$ cat src/rtl/reg_writeback_pkg.sv
// Shared datapath constants for the writeback stage: destination codes,
// FSM state encoding and default data width.
package reg_writeback_pkg;

    localparam int DEFAULT_WIDTH = 8;

    localparam logic [1:0] DEST_NONE = 2'b00;
    localparam logic [1:0] DEST_A    = 2'b01;
    localparam logic [1:0] DEST_B    = 2'b10;
    localparam logic [1:0] DEST_AB   = 2'b11;

    typedef enum logic {
        IDLE   = 1'b0,
        COMMIT = 1'b1
    } wb_state_t;

endpackage

$ cat src/rtl/reg_writeback_flag_unit.sv
// Combinational Z/N/C flag generation from a result and its carry-out.
// Kept separate so other stages can derive flags the same way.
module flag_unit #(
    parameter int WIDTH = 8
) (
    input  logic [WIDTH-1:0] data,
    input  logic             carry,
    output logic             z,
    output logic             n,
    output logic             c
);

    assign z = (data == '0);
    assign n = data[WIDTH-1];
    assign c = carry;

endmodule

$ cat src/rtl/reg_writeback.sv
// Writeback stage: accepts one ALU result per two cycles over valid/ready,
// stages it, then commits it to operand registers A/B, the status flags and
// the commit counter on the following edge.
//
// state  | meaning
// IDLE   | ready for a result; accept stages data and moves to COMMIT
// COMMIT | staged result written to A/B, flags and counter; back to IDLE
module reg_writeback
    import reg_writeback_pkg::*;
#(
    parameter int WIDTH = DEFAULT_WIDTH
) (
    input  logic             clk,
    input  logic             rst_n,
    input  logic             wb_valid,
    output logic             wb_ready,
    input  logic [WIDTH-1:0] wb_data,
    input  logic [1:0]       wb_dest,
    input  logic             wb_carry,
    output logic [WIDTH-1:0] reg_a,
    output logic [WIDTH-1:0] reg_b,
    output logic             flag_z,
    output logic             flag_n,
    output logic             flag_c,
    output logic [7:0]       wb_count
);

    wb_state_t        state;
    wb_state_t        state_next;
    logic             load_stage;
    logic             do_commit;
    logic             ready_next;

    logic [WIDTH-1:0] stage_data;
    logic [1:0]       stage_dest;
    logic             stage_carry;

    logic             z_next;
    logic             n_next;
    logic             c_next;
    logic             write_a;
    logic             write_b;

    flag_unit #(.WIDTH(WIDTH)) u_flag_unit (
        .data  (stage_data),
        .carry (stage_carry),
        .z     (z_next),
        .n     (n_next),
        .c     (c_next)
    );

    assign write_a = (stage_dest == DEST_A) || (stage_dest == DEST_AB);
    assign write_b = (stage_dest == DEST_B) || (stage_dest == DEST_AB);

    // State register.
    always_ff @(posedge clk) begin
        if (!rst_n) begin
            state <= IDLE;
        end else begin
            state <= state_next;
        end
    end

    // Next state and per-cycle controls; ready drops only for the commit cycle.
    always_comb begin
        state_next = state;
        load_stage = 1'b0;
        do_commit  = 1'b0;
        ready_next = 1'b1;
        case (state)
            IDLE: begin
                if (wb_valid && wb_ready) begin
                    load_stage = 1'b1;
                    ready_next = 1'b0;
                    state_next = COMMIT;
                end
            end
            COMMIT: begin
                do_commit  = 1'b1;
                ready_next = 1'b1;
                state_next = IDLE;
            end
            default: begin
                state_next = IDLE;
            end
        endcase
    end

    // Staging, register/flag/counter commit and the registered ready output.
    // Reset during COMMIT wins, so a staged result is simply dropped.
    always_ff @(posedge clk) begin
        if (!rst_n) begin
            wb_ready    <= 1'b0;
            stage_data  <= '0;
            stage_dest  <= DEST_NONE;
            stage_carry <= 1'b0;
            reg_a       <= '0;
            reg_b       <= '0;
            flag_z      <= 1'b0;
            flag_n      <= 1'b0;
            flag_c      <= 1'b0;
            wb_count    <= 8'd0;
        end else begin
            wb_ready <= ready_next;
            if (load_stage) begin
                stage_data  <= wb_data;
                stage_dest  <= wb_dest;
                stage_carry <= wb_carry;
            end
            if (do_commit) begin
                if (write_a) begin
                    reg_a <= stage_data;
                end
                if (write_b) begin
                    reg_b <= stage_data;
                end
                flag_z   <= z_next;
                flag_n   <= n_next;
                flag_c   <= c_next;
                wb_count <= wb_count + 8'd1;
            end
        end
    end

endmodule

$ cat config.mk
export PLATFORM = sky130hd
export DESIGN_NAME = reg_writeback
export DESIGN_NICKNAME = d
export VERILOG_FILES = /design/src/rtl/reg_writeback_pkg.sv /design/src/rtl/reg_writeback_flag_unit.sv /design/src/rtl/reg_writeback.sv
export SDC_FILE = /design/constraint.sdc
export NUM_CORES = 1
export LEC_CHECK = 0
export ABC_AREA = 1
export BUFFER_PORTS_ARGS = -buffer_cell sky130_fd_sc_hd__buf_2
export CORE_MARGIN = 4
export CORE_UTILIZATION = 53
export DETAILED_ROUTE_END_ITERATION = 8
export GPL_TIMING_DRIVEN = 0
export HOLD_SLACK_MARGIN = 0.03
export PLACE_DENSITY_LB_ADDON = 0.25
export SYNTH_ARGS = -nofsm -noshare
export SYNTH_HDL_FRONTEND = slang
export SYNTH_SLANG_ARGS = --single-unit
$ cat constraint.sdc
create_clock -name clk -period 1.75 [get_ports clk]
set_clock_uncertainty 0.05 [all_clocks]
set_input_delay 0.175 -clock clk [delete_from_list [all_inputs] [get_ports clk]]
set_output_delay 0.175 -clock clk [all_outputs]
set_load 0.02 [all_outputs]
# Word-level counts from Yosys, hierarchy flattened
# Cells that the tools add are included.
# word_totals
reg_bits	40
input_bits	14
output_inout_bits	28
elab_cells	28
# classes
add_sub_neg	1
eq_ne	3
n_mux	6
bitwise	1
reduce_logical	6
# ops
cell	n
8-bit by 1-bit adder with 8-bit output, second input constant	1
8-bit zero test	1
2-bit equality test, second input constant	2
1-bit two-way mux	4
1-bit case mux with 2 select lines	2
2-bit AND reduction	2
2-bit by 1-bit equality test with 1-bit output, second input constant	1
1-bit logical OR	2
1-bit logical AND	1
1-bit NOT	1

# Longest topological paths before layout
# Gate-level depths: netlist of the first run.
# logic_depth
depth_word	3
ltp_mapped	6
mapped_depth_nobuf	6

# Hierarchy
# Synthesis of the first run repeated with hierarchy kept, for this count alone.
# unflattened
hier_cells	191
area_unflattened_um2	1512.7
# modules_own_cells
mod	instances	cells_per_inst	area_each_um2	seq_area_each_um2
reg_writeback	1	182	1471.4	800.8
flag_unit	1	9	41.3	0.0

# Worst setup path after synthesis of the first run
# Ideal clock, no wire load.
# synth_path
path_kind	flip-flop to flip-flop
start	register wb_count[0]
end	register wb_count[6]
setup_time_ns	0.115
arrival_ns	1.089
t_required_ns	1.585
slack_ns	0.496
path_stages_with_launch	7
path_buffers	0
synth_period_minus_slack_ns	1.254
cell_sequence	dfxtp_1 > ha_1 > nand3_4 > nor2_4 > nand3_1 > nand2_1 > nor2_1
# synth_via
elab_chain_cells	1
# synth_lines
element	line_no	source
start, declared	reg_writeback.sv:25	output logic [7:0] wb_count
start signal, assigned	reg_writeback.sv:120	wb_count <= wb_count + 8'd1;
8-bit by 1-bit adder with 8-bit output	reg_writeback.sv:120	
# Every way passes these cells.
# A chain may end at the register's enable or synchronous reset.

# Worst setup path in the final report of the first run
# layout_path
start	register state
end	register stage_carry
# layout_via
elab_chain_cells	1
# layout_lines
element	line_no	source
start, declared	reg_writeback.sv:28	wb_state_t state;
start signal, assigned	reg_writeback.sv:60	state <= state_next;
1-bit two-way mux	reg_writeback.sv:70	case (state)
end signal, assigned	reg_writeback.sv:108	stage_carry <= wb_carry;
end, declared	reg_writeback.sv:36	logic stage_carry;
# Every way passes these cells.

==> impl_metrics.ini, run 1 <==
[synthesis]
postSynthNetCount = 189
netlist_area_um2 = 1440
post_synth.cell_area_avg_um2 = 8.25
postSynthRegisterBits = 40
synth.distinct_cells = 18
synth_seq_area_share_pct = 55.8
count_of_mapped_cells_out_of_synthesis = 174
synth-warning-count = 0

[sta]
timing.final.setup_violations = 0
report.final.slew_viol_count = 0
tightestPinTransition_ns = 0.395
fmax_mhz = 792
endpoints_failing_hold = 0
totalNegativeSetupSlack_ns = 0
timing.max_slew.rel_slack_pct = 73.7
rsz0062_at_grt = no
finalWorstPathRequiredPeriod_ns = 1.26
timing.final.crit_share_pct = 72.1

[detailed_routing]
met1Wirelength_um = 1440
dr_total_vias = 1373
route.final.wire_length_um = 3460
met3_wirelength_um = 252
drc = 0
route.antenna.remaining_nets = 0
routedWlPerCell_um = 13.1
detail_route.iter0.violations = 65
drt_first_pass_iters = 7
viasPerCell = 5.20
top_signal_layer_used = met4
met2_wirelength_um = 1730

[final_layout]
finish.net_count = 248
ratio_of_cells_with_drive_above_1_in_the_final_layout_pct = 25.2
layout.cells.most_common_list = 42 x sky130_fd_sc_hd__buf_2, 40 x sky130_fd_sc_hd__dfxtp_1, 32 x sky130_fd_sc_hd__nand2_1, 27 x sky130_fd_sc_hd__o21ai_0, 21 x sky130_fd_sc_hd__a21oi_1
areaGrowthSynthToFinish_pct = 29.9
layout_commonest_cell = sky130_fd_sc_hd__buf_2
finish.cell_count_without_fillers = 264
antenna_cells = 0

[critical_path]
cpLargestDelayFamily = flip-flops
endpoint_kind = register
rr_worst_depth = 4
crit_fanout = 10
crit_path_start_kind = register
crit_path_max_incr_delay_ns = 0.42
worst-setup-path-type = reg2reg
slowest_cp_cell = sky130_fd_sc_hd__dfxtp_1
r2r_end = stage_carry
critPathBufInv = 1
cp.arrival_ns = 1.47
cp_cell_instances = inv_1 > nand3_1 > nand2_1 > o21ai_0
worst_ep_required_time_ns = 1.96
regToRegStartpoint = state
regToRegSetupSlack_ns = 0.49

[clocking]
clk_root_buffer_cell = sky130_fd_sc_hd__clkbuf_4
ctsHtreeMaxLevel = 2
cts_made_buffers = 5
post_cts_setup_buffer_count = 0
cts_sinks = 40
clk_pin_slew_ns = 0.11
worstSkewPairLatency_ns = 0.35
cts_tree = built
cts_max_path_buffers = 2

[floorplanning]
io_pins = 42
floorplan.die.width_um = 60.0
placement_rows = 18
initial_util_pct = 56.9
die_height_um = 60.0
die_area_um2 = 3600
coreArea_um2 = 2520

[power_and_ir_drop]
p_int_mw = 1.29
power_switching_uw = 376
combPwrFrac_pct = 7.6
worst_ir_drop_vdd_mv = 0.778
power_frac_seq_pct = 56.8
clock_power_share_pct = 35.5
leakage_nw = 0.887
p_per_area_nw_per_um2 = 892
switching_share_pct = 22.6

[global_route]
grtUsageTotal_pct = 20.7
grt_max_degree = 13
grt_pass1_wl_um = 5560
grt_overflow = 0
number_of_antenna_violations_at_the_first_check_in_global_routing = 0
grt_pass1_vias = 1284

[placed_design]
io_buffer_count = 41
gp_congestion = 0.743
placed_cells = 245
dp.final_hpwl_um = 2370

[worst_hold_path]
worst_hold_path_class = in2reg
worstHoldStart = rst_n
hold_end = reg_b[1]
hold_path_depth = 3

[status]
run_status = finished, final reports clean

[flow_run]
drv_cap = 0
cells in the mapped netlist (all sizes together):
master	instances	area share, %
dfxtp	40	56
nand2	32	8.4
o21ai	27	9.4
a21oi	21	7.3
inv	19	5.0
nor2	16	5.1
nand3	6	3.0
buf	5	2.4
nor3	3	1.0
a211oi	2	1.0
clkbuf	1	0.26
ha	1	0.87
nand4	1	0.44
power by group through the flow:
stage / registers [mW] / clock network, mW / logic [mW]
after global routing: 0.947 / 0.637 / 0.140
final: 0.945 / 0.591 / 0.127
after floorplan: 0.976 / 0 / 0.0520
after global placement: 0.964 / 0 / 0.104
after detailed placement: 0.965 / 0 / 0.106
after CTS: 0.944 / 0.598 / 0.126
worst min-delay path, cell delays in order:
cell	delay, ns
sky130_fd_sc_hd__buf_2	0.13
sky130_fd_sc_hd__o21ai_0	0.08
sky130_fd_sc_hd__a21oi_1	0.05
registers in the layout, indices dropped and copies added, names as in the netlist, 2 cells and up:
signal	flops
stage_dest	2
stage_data	8
reg_a	8
wb_count	8
reg_b	8
kinds of logic after synthesis:
family | after synthesis | synth area share (%)
compound gates | 50 | 17.8
fa+ha+maj | 1 | 0.872
buf+inv | 25 | 7.67
flops | 40 | 55.8
simple gates | 58 | 17.9
worst max path at each step:
stage | from | to | slack (ns) | cells past startpoint
finish | state | stage_carry | 0.49 | 4
global route | state | stage_dest[0] | 0.40 | 6
CTS | state | stage_dest[1] | 0.52 | 6
detailed placement | state | stage_dest[1] | 0.54 | 6
global placement | state | stage_dest[1] | 0.55 | 6
floorplan | wb_count[0] | wb_count[6] | 0.50 | 6
repair_timing:
action | in CTS | in global routing
setup endpoints to repair | 0 | 0
gates resized for setup | 0 | 0
endpoints found under the hold margin | 11 | 0
hold buffers | 11 | 0
stage by stage:
step / power [mW] / worst slack (ns) / util (%) / area [um2] / hold slack (ns)
after global placement: 1.07 / 0.552 / 66.5 / 1680 / 0.321
after detailed placement: 1.07 / 0.536 / 66.5 / 1680 / 0.327
after floorplan: 1.03 / 0.496 / - / 1440 / 0.235
final: 1.66 / 0.487 / 73.9 / 1860 / 0.0788
after CTS: 1.67 / 0.521 / 73.9 / 1860 / 0.0695
after global routing: 1.72 / 0.395 / 73.9 / 1860 / 0.0816
layout make-up:
cell class	instances	area [um2]
plain buffers	6	38.8
clock buffers	6	41.3
clock inverters	2	35.0
fillers	215	658
inverters	19	71.3
multi-input cells	109	524
flip-flops and latches	40	801
well taps	30	37.5
repair buffers	52	315
routing by layer:
layer | global-route usage (%) | vias to the layer above
met5 | 0 | -
met4 | 6.33 | 0
met3 | 6.26 | 5
met2 | 35.3 | 57
met1 | 24.9 | 625
li1 | - | 686
Power figures use the tool's default switching activity.
==> run 2, diff against run 1 <==
CORE_UTILIZATION = 45   (was 53)
clock period = 1.1 ns   (was 1.75 ns; I/O delays follow)
==> impl_metrics.ini, run 2 (synthesis gave the netlist of run 1 again) <==
[global_route]
grt.met2_usage_pct = 30.7
grt_overflow = 0
number_of_antenna_violations_at_the_first_check_in_global_routing = 0
grt_most_used_layer = met2
grt_pass1_wl_um = 5820
grt.met1_usage_pct = 22.4
grt_pass1_vias = 1298
grt_max_degree = 12
grtUsageTotal_pct = 18.4
grt.met3_usage_pct = 5.89

[placed_design]
dp.final_hpwl_um = 2280
io_buffer_count = 41
gp_congestion = 0.676
dpl_cell_area_um2 = 1710

[sta]
fmax_mhz = 933
timing.max_slew.rel_slack_pct = 73.0
finalWorstPathRequiredPeriod_ns = 1.07
timing.final.crit_share_pct = 97.5
rsz0062_at_grt = yes
timing.final.setup_violations = 0
report.final.slew_viol_count = 0
tightestPinTransition_ns = 0.404
endpoints_failing_hold = 0

[critical_path]
worst-setup-path-type = reg2reg
regToRegSetupSlack_ns = 0.03
crit_fanout = 5
slowest_cp_cell = sky130_fd_sc_hd__dfxtp_4
endpoint_kind = register
worst_ep_required_time_ns = 1.33
r2r_end = stage_data[2]
cp.arrival_ns = 1.30
cp_cell_instances = inv_4 > nand3_4 > nor2_4 > buf_6 > nand2_1 > o21ai_1
crit_path_max_incr_delay_ns = 0.39
regToRegStartpoint = state
rr_worst_depth = 6
crit_path_start_kind = register

[final_layout]
antenna_cells = 0
layout_commonest_cell = sky130_fd_sc_hd__buf_2
final.fill_count = 276
final_cell_area_um2 = 2080
ratio_of_cells_with_drive_above_1_in_the_final_layout_pct = 35.4
areaGrowthSynthToFinish_pct = 44.8
layout.cells.most_common_list = 42 x sky130_fd_sc_hd__buf_2, 31 x sky130_fd_sc_hd__dfxtp_1, 28 x sky130_fd_sc_hd__nand2_1, 24 x sky130_fd_sc_hd__o21ai_0, 21 x sky130_fd_sc_hd__a21oi_1
finish.net_count = 261

[clocking]
cts_made_buffers = 5
cts_tree = built
cts_sinks = 40
worstSkewPairLatency_ns = 0.34
clk_pin_slew_ns = 0.11
clk_root_buffer_cell = sky130_fd_sc_hd__clkbuf_4
cts_max_path_buffers = 2
ctsHtreeMaxLevel = 2

[floorplanning]
placement_rows = 20
die_area_um2 = 4160
floorplan.die.width_um = 64.5
die_height_um = 64.5
io_pins = 42
coreArea_um2 = 3050
initial_util_pct = 47.0

[power_and_ir_drop]
power_mw = 2.55
worst_ir_drop_vdd_mv = 0.960
p_per_area_nw_per_um2 = 1230
leakage_nw = 0.969

[worst_hold_path]
hold_end = stage_data[4]
hold_path_depth = 3
worstHoldStart = rst_n
worst_hold_path_class = in2reg

[detailed_routing]
route.antenna.remaining_nets = 0
viasPerCell = 4.81
routedWlPerCell_um = 12.6
drc = 0
route.final.wire_length_um = 3640
drt_first_pass_iters = 4
dr_total_vias = 1394
detail_route.iter0.violations = 50

[status]
run_status = finished, final reports clean

[flow_run]
drv_cap = 0
==> run 2: changes by cell type in the layout (fill, tap and decap cells not counted), sizes merged <==
cell	delta
dlygate4sd3	+1
clkinv	-1
clkbuf	+1
buf	+12
bufinv	-1
==> run 2: stage by stage <==
| stage | util [%] | setup WS (ns) | hold slack, ns | instances | TNS, ns |
|---|---|---|---|---|---|
| after floorplan | - | 0.0295 | 0.170 | 174 | 0 |
| after global placement | 56.1 | -0.138 | 0.257 | 259 | -0.773 |
| after detailed placement | 56.1 | -0.158 | 0.264 | 259 | -1.03 |
| after CTS | 64.3 | 0.00946 | 0.0946 | 281 | 0 |
| after global routing | 68.1 | -0.0459 | 0.113 | 290 | -0.258 |
| final | 68.1 | 0.0280 | 0.104 | 290 | 0 |
==> run 2: repair_timing <==
item	4_1_cts	5_1_grt
endpoints found under the setup margin	20	27
gates resized for setup	13	17
cloned	1	0
hold endpoints to repair	13	0
pin swaps	2	3
buffers inserted	2	9
hold buffers	12	0
==> run 2: worst max path at each step <==
stage / from / end / cells past startpoint
3_3_place_gp: state / stage_dest[0] / 6
5_1_grt: state / reg_b[7] / 5
2_1_floorplan: wb_count[1] / wb_count[6] / 6
4_1_cts: state / stage_data[2] / 6
3_5_place_dp: state / stage_dest[0] / 6
6_report: state / stage_data[2] / 6
==> run 2: layout make-up <==
class / count / area, um2 / share of cell area, %
buffer: 6 / 53.8 / 2.59
clock buffer: 7 / 65.1 / 3.13
inverter: 19 / 73.8 / 3.55
multi-input combinational: 109 / 574 / 27.6
sequential: 40 / 825 / 39.7
tap: 44 / 55.1 / 2.65
timing repair buffer: 65 / 432 / 20.8
==> run 2: routing by layer <==
| metal | routed length [um] | part of all wire [%] |
|---|---|---|
| met5 | 0 | 0 |
| met4 | 80 | 2.2 |
| met3 | 198 | 5.4 |
| met2 | 1730 | 47 |
| met1 | 1640 | 45 |
==> run 2: where the power goes <==
| group | total (mW) | leakage [nW] | internal (mW) | switching (mW) |
|---|---|---|---|---|
| sequential | 1.50 | 0.330 | 1.48 | 0.0242 |
| clock | 0.818 | 0.0374 | 0.363 | 0.455 |
| combinational | 0.234 | 0.602 | 0.104 | 0.129 |
| total | 2.55 | 0.969 | 1.94 | 0.609 |
==> run 2: worst max-delay path: cells and delay by family, from the launching register on <==
family	cells	cell delay, ns
and+or+nand+nor	3	0.28
buffers and inverters	2	0.21
DFF	1	0.39
AOI/OAI and AO/OA	1	0.07
